===== src/rtl/mem_pkg.sv =====
// Shared types and default widths for the memory arbiter.
// Both ports share one single-ported synchronous RAM.
package mem_pkg;

   localparam int ADDR_W_DEF = 13;
   localparam int DATA_W_DEF = 16;

   typedef enum logic {
      IDLE   = 1'b0,
      RDWAIT = 1'b1
   } state_t;

endpackage


===== src/rtl/rr_arb2.sv =====
// Two-request arbiter with a one-bit last-grant pointer.
// Supports round-robin mode and fixed port-0 priority mode.
module rr_arb2 #(
   parameter int FIXED_PRIO = 0
) (
   input  logic clk,
   input  logic rst,
   input  logic en,
   input  logic req0,
   input  logic req1,
   output logic gnt0,
   output logic gnt1
);

   logic last;

   // Pick a winner; on contention the port that did not win last goes first.
   always_comb begin
      gnt0 = 1'b0;
      gnt1 = 1'b0;
      if (en) begin
         if (req0 && req1) begin
            if (FIXED_PRIO != 0) begin
               gnt0 = 1'b1;
            end else if (last) begin
               gnt0 = 1'b1;
            end else begin
               gnt1 = 1'b1;
            end
         end else begin
            gnt0 = req0;
            gnt1 = req1;
         end
      end
   end

   // Remember the last granted port; reset value lets port 0 win first.
   always_ff @(posedge clk or negedge rst) begin
      if (!rst) begin
         last <= 1'b1;
      end else if (gnt0) begin
         last <= 1'b0;
      end else if (gnt1) begin
         last <= 1'b1;
      end
   end

endmodule


===== src/rtl/mem_arbiter.sv =====
// Two-port arbiter in front of a single-ported synchronous RAM.
// Writes complete in one cycle; reads return data one cycle later.
module mem_arbiter
   import mem_pkg::*;
#(
   parameter int ADDR_W     = ADDR_W_DEF,
   parameter int DATA_W     = DATA_W_DEF,
   parameter int FIXED_PRIO = 0
) (
   input  logic              clk,
   input  logic              rst,
   input  logic              req0,
   input  logic              req1,
   input  logic              we0,
   input  logic              we1,
   input  logic [ADDR_W-1:0] addr0,
   input  logic [ADDR_W-1:0] addr1,
   input  logic [DATA_W-1:0] wdata0,
   input  logic [DATA_W-1:0] wdata1,
   output logic              gnt0,
   output logic              gnt1,
   output logic              rvalid0,
   output logic              rvalid1,
   output logic [DATA_W-1:0] rdata,
   output logic              wrEn,
   output logic [ADDR_W-1:0] addr_toRAM,
   output logic [DATA_W-1:0] data_toRAM,
   input  logic [DATA_W-1:0] data_fromRAM
);

   state_t state, state_n;
   logic   rec, rec_n;
   logic   arb_en;
   logic   g0, g1;
   logic   sel;
   logic   wr;

   assign arb_en = rst && (state == IDLE);
   assign sel    = g1;
   assign wr     = sel ? we1 : we0;

   rr_arb2 #(
      .FIXED_PRIO(FIXED_PRIO)
   ) u_arb (
      .clk (clk),
      .rst (rst),
      .en  (arb_en),
      .req0(req0),
      .req1(req1),
      .gnt0(g0),
      .gnt1(g1)
   );

   // State and recorded read port; reset aborts any pending read.
   always_ff @(posedge clk or negedge rst) begin
      if (!rst) begin
         state <= IDLE;
         rec   <= 1'b0;
      end else begin
         state <= state_n;
         rec   <= rec_n;
      end
   end

   // Next state and all outputs; everything idles low while in reset.
   always_comb begin
      state_n    = state;
      rec_n      = rec;
      gnt0       = 1'b0;
      gnt1       = 1'b0;
      rvalid0    = 1'b0;
      rvalid1    = 1'b0;
      rdata      = '0;
      wrEn       = 1'b0;
      addr_toRAM = '0;
      data_toRAM = '0;
      if (rst) begin
         unique case (state)
            IDLE: begin
               if (g0 || g1) begin
                  gnt0       = g0;
                  gnt1       = g1;
                  wrEn       = wr;
                  addr_toRAM = sel ? addr1 : addr0;
                  if (wr) begin
                     data_toRAM = sel ? wdata1 : wdata0;
                  end else begin
                     state_n = RDWAIT;
                     rec_n   = sel;
                  end
               end
            end
            RDWAIT: begin
               rvalid0 = !rec;
               rvalid1 = rec;
               rdata   = data_fromRAM;
               state_n = IDLE;
            end
            default: begin
               state_n = IDLE;
            end
         endcase
      end
   end

endmodule


===== config.mk =====
export PLATFORM = sky130hd
export DESIGN_NAME = mem_arbiter
export DESIGN_NICKNAME = d
export VERILOG_FILES = /design/src/rtl/mem_pkg.sv /design/src/rtl/rr_arb2.sv /design/src/rtl/mem_arbiter.sv
export SDC_FILE = /design/constraint.sdc
export NUM_CORES = 1
export LEC_CHECK = 0
export BUFFER_PORTS_ARGS = -buffer_cell sky130_fd_sc_hd__buf_2
export CAP_MARGIN = 20
export CORE_MARGIN = 5
export CORE_UTILIZATION = 33
export DETAILED_ROUTE_END_ITERATION = 10
export PLACE_DENSITY = 0.86
export SLEW_MARGIN = 20
export SYNTH_ARGS = -nofsm -noshare
export SYNTH_HDL_FRONTEND = slang
export SYNTH_SLANG_ARGS = --single-unit
export TNS_END_PERCENT = 100

===== constraint.sdc =====
create_clock -name clk -period 2.65 [get_ports clk]
set_input_delay 0.1325 -clock clk [delete_from_list [all_inputs] [get_ports clk]]
set_output_delay 0.1325 -clock clk [all_outputs]
set_load 0.02 [all_outputs]

==> results.cfg <==
[outcome]
status = finished, final reports clean

[clocking]
post_cts_buffers = 0
cts.path.max_buffers = 2
clock-sinks = 3
cts-root-buf = clkbuf_4
cts_buffers = 3
hold_buffers = 1
post_cts_resize_count = 0
path_clk_slew_ns = 0.04
cts_tree = built
clk_latency_ns = 0.25
htree_levels = 1

[final_layout]
post-route-util = 0.584
multi_input_area_um2 = 738
final-seq-area_um2 = 76.3
final_nets = 352
stdcell_area_um2 = 1580
syn2layout_area_growth_pct = 73.0
antenna_cells = 0
drive_gt1_frac = 0.513
fillers = 291

[placement]
dpl.hpwl_um = 3220
port_buffers = 129
dpl-instance-area_um2 = 1550
place.gp.congestion = 0.764

[synthesis]
yosysWarnings = 0
synth.largest_area_cell = a21oi_1
synthTopCellsByCount = 31 x a21oi_1, 17 x and3_1, 16 x nand4_1, 16 x o211ai_1, 16 x o21ai_0
async_reset_ff_frac = 1.00
syn-num-nets = 235
synth_fa_ha_area_frac = 0
syn_inst = 155
synth_xor_area_frac = 0
synthMuxAreaShare = 0
synth_compound_area_frac = 0.418
synth-simple-area-share = 0.376
synth_most_common_cell = a21oi_1
synth_ff_type = dfrtp_1
netlist_area_um2 = 916
synth_top_family_by_area = compound AO/OA/AOI/OAI gates
yosysSeqAreaShare = 0.0833
ys_seq_elements = 3
ys_top_cells_by_area = a21oi_1 17%, o211ai_1 13%, and3_1 12%, nand4_1 11%, o21ai_0 8.7%
yosysUniqueCellTypes = 22
syn_avg_cell_area_um2 = 5.91
yosysTopAreaCellShare = 0.169
synth_edf_count = 0

[route]
first_iter_violations = 132
routedWlPerCell_um = 14.2
drcViolationCount = 0
first_pass_iters = 4
avgViaCountPerCell = 5.49
routed-via-count = 1657
wl_um = 4290
antenna_left = 0

[global_route]
grt_util_met2 = 0.347
grt-busiest-layer = met2
grt_pass1_wl_um = 6820
groute.layer.met3.usage = 0.0629
use_met1 = 0.239
gr-total-overflow = 0
grt_pass1_vias = 1534
antenna_found_initial = 0
grt_max_degree = 31
track_usage = 0.200

[floorplanning]
initial_core_util = 0.338
dieArea_um2 = 3930
die_h_um = 62.7
io_pins = 130
num_rows = 19
fp.dieW_um = 62.7
core_region_area_um2 = 2710

[setup_path]
cp.required_ns = 2.52
cp-start-kind = primary input
cp_max_fo = 26
end_kind = primary output
worst-endpoint-arrival_ns = 2.19
worst-setup-path-type = in2out

[sta]
drv_slew = 0
grt_setup_unrepaired = no
max_freq_mhz = 431
hold_violations = 0
post-route-min-period_ns = 2.32
finalSetupViolCount = 0
tightestPinTransition_ns = 0.752
timing.final.crit_share = 0.875
fin_tns_setup_ns = 0
max_slew_margin = 0.497
finalClockSkew_ns = 0.00192

[job]
cap_violations = 0

[power_and_ir_drop]
peakVddDrop_mv = 0.226
total_power_mw = 0.538
p_per_area_nw_per_um2 = 339
power_leakage_nw = 0.899

[worst_hold_path]
hp-class = in2reg
==> placed cells by master, fill, tap and decap left out, drive strengths merged, types with 2 or more instances in the layout <==
master and instances:
dfrtp 2, nand3 14, nand2 4, buf 134, nand4 16, clkbuf 4
o211ai 16, a21oi 31, and3 17, nor2 3, o21ai 16, nand3b 2
inv 3
==> worst paths after layout <==
kind / from / end / slack [ns] / cells past startpoint
worst max-delay path: rst / data_toRAM[11] / 0.33 / 7
worst min-delay path: req1 / rec / 0.22 / 3
worst max register to register: u_arb.last / state / 1.12 / 3
worst min register to register: u_arb.last / u_arb.last / 0.51 / 2
max in group asynchronous: rst / u_arb.last / 2.02 / 2
min in group asynchronous: rst / rec / 0.33 / 2
==> cell type report <==
class	instances	area share
well taps	31	0.0245
multi-input cells	126	0.466
repair buffers	135	0.438
clock buffers	4	0.0166
flip-flops and latches	3	0.0482
inverters	3	0.00711
==> stage by stage <==
step	hold slack [ns]	cells	worst slack, ns
floorplan	-0.163	155	1.14
global placement	0.0400	297	0.836
detailed placement	0.0433	297	0.846
CTS	0.207	302	0.341
global route	0.228	302	0.145
finish	0.220	302	0.332
==> power breakdown <==
part	switching, mW	leakage, nW	internal [mW]
clock network	0.0329	0.0150	0.0570
registers	0.0111	0.0352	0.0631
logic	0.238	0.849	0.135
total	0.283	0.899	0.255
==> critical path, cell delays in order <==
cell and delay, ns:
dlygate4sd3_1 0.52, buf_2 0.33, nand3b_1 0.38, buf_4 0.33, o211ai_1 0.19, a21oi_1 0.09
buf_2 0.20
==> state kept, by name (all words and copies together) (netlist names) <==
register	flops
rec	1
u_arb.last	1
state	1
==> layer usage <==
metal,wire length [um],part of all wire
met2,2140,0.50
met4,23,0.0054
met5,0,0
met3,408,0.095
met1,1720,0.40
==> cell families (layout without fill, tap and decap cells) <==
group                  Yosys count  after routing
AO/OA/AOI/OAI                   66             66
buffers and inverters           26            142
flip-flops                       3              3
AND/OR/NAND/NOR                 60             60
Power figures use the tool's default switching activity.
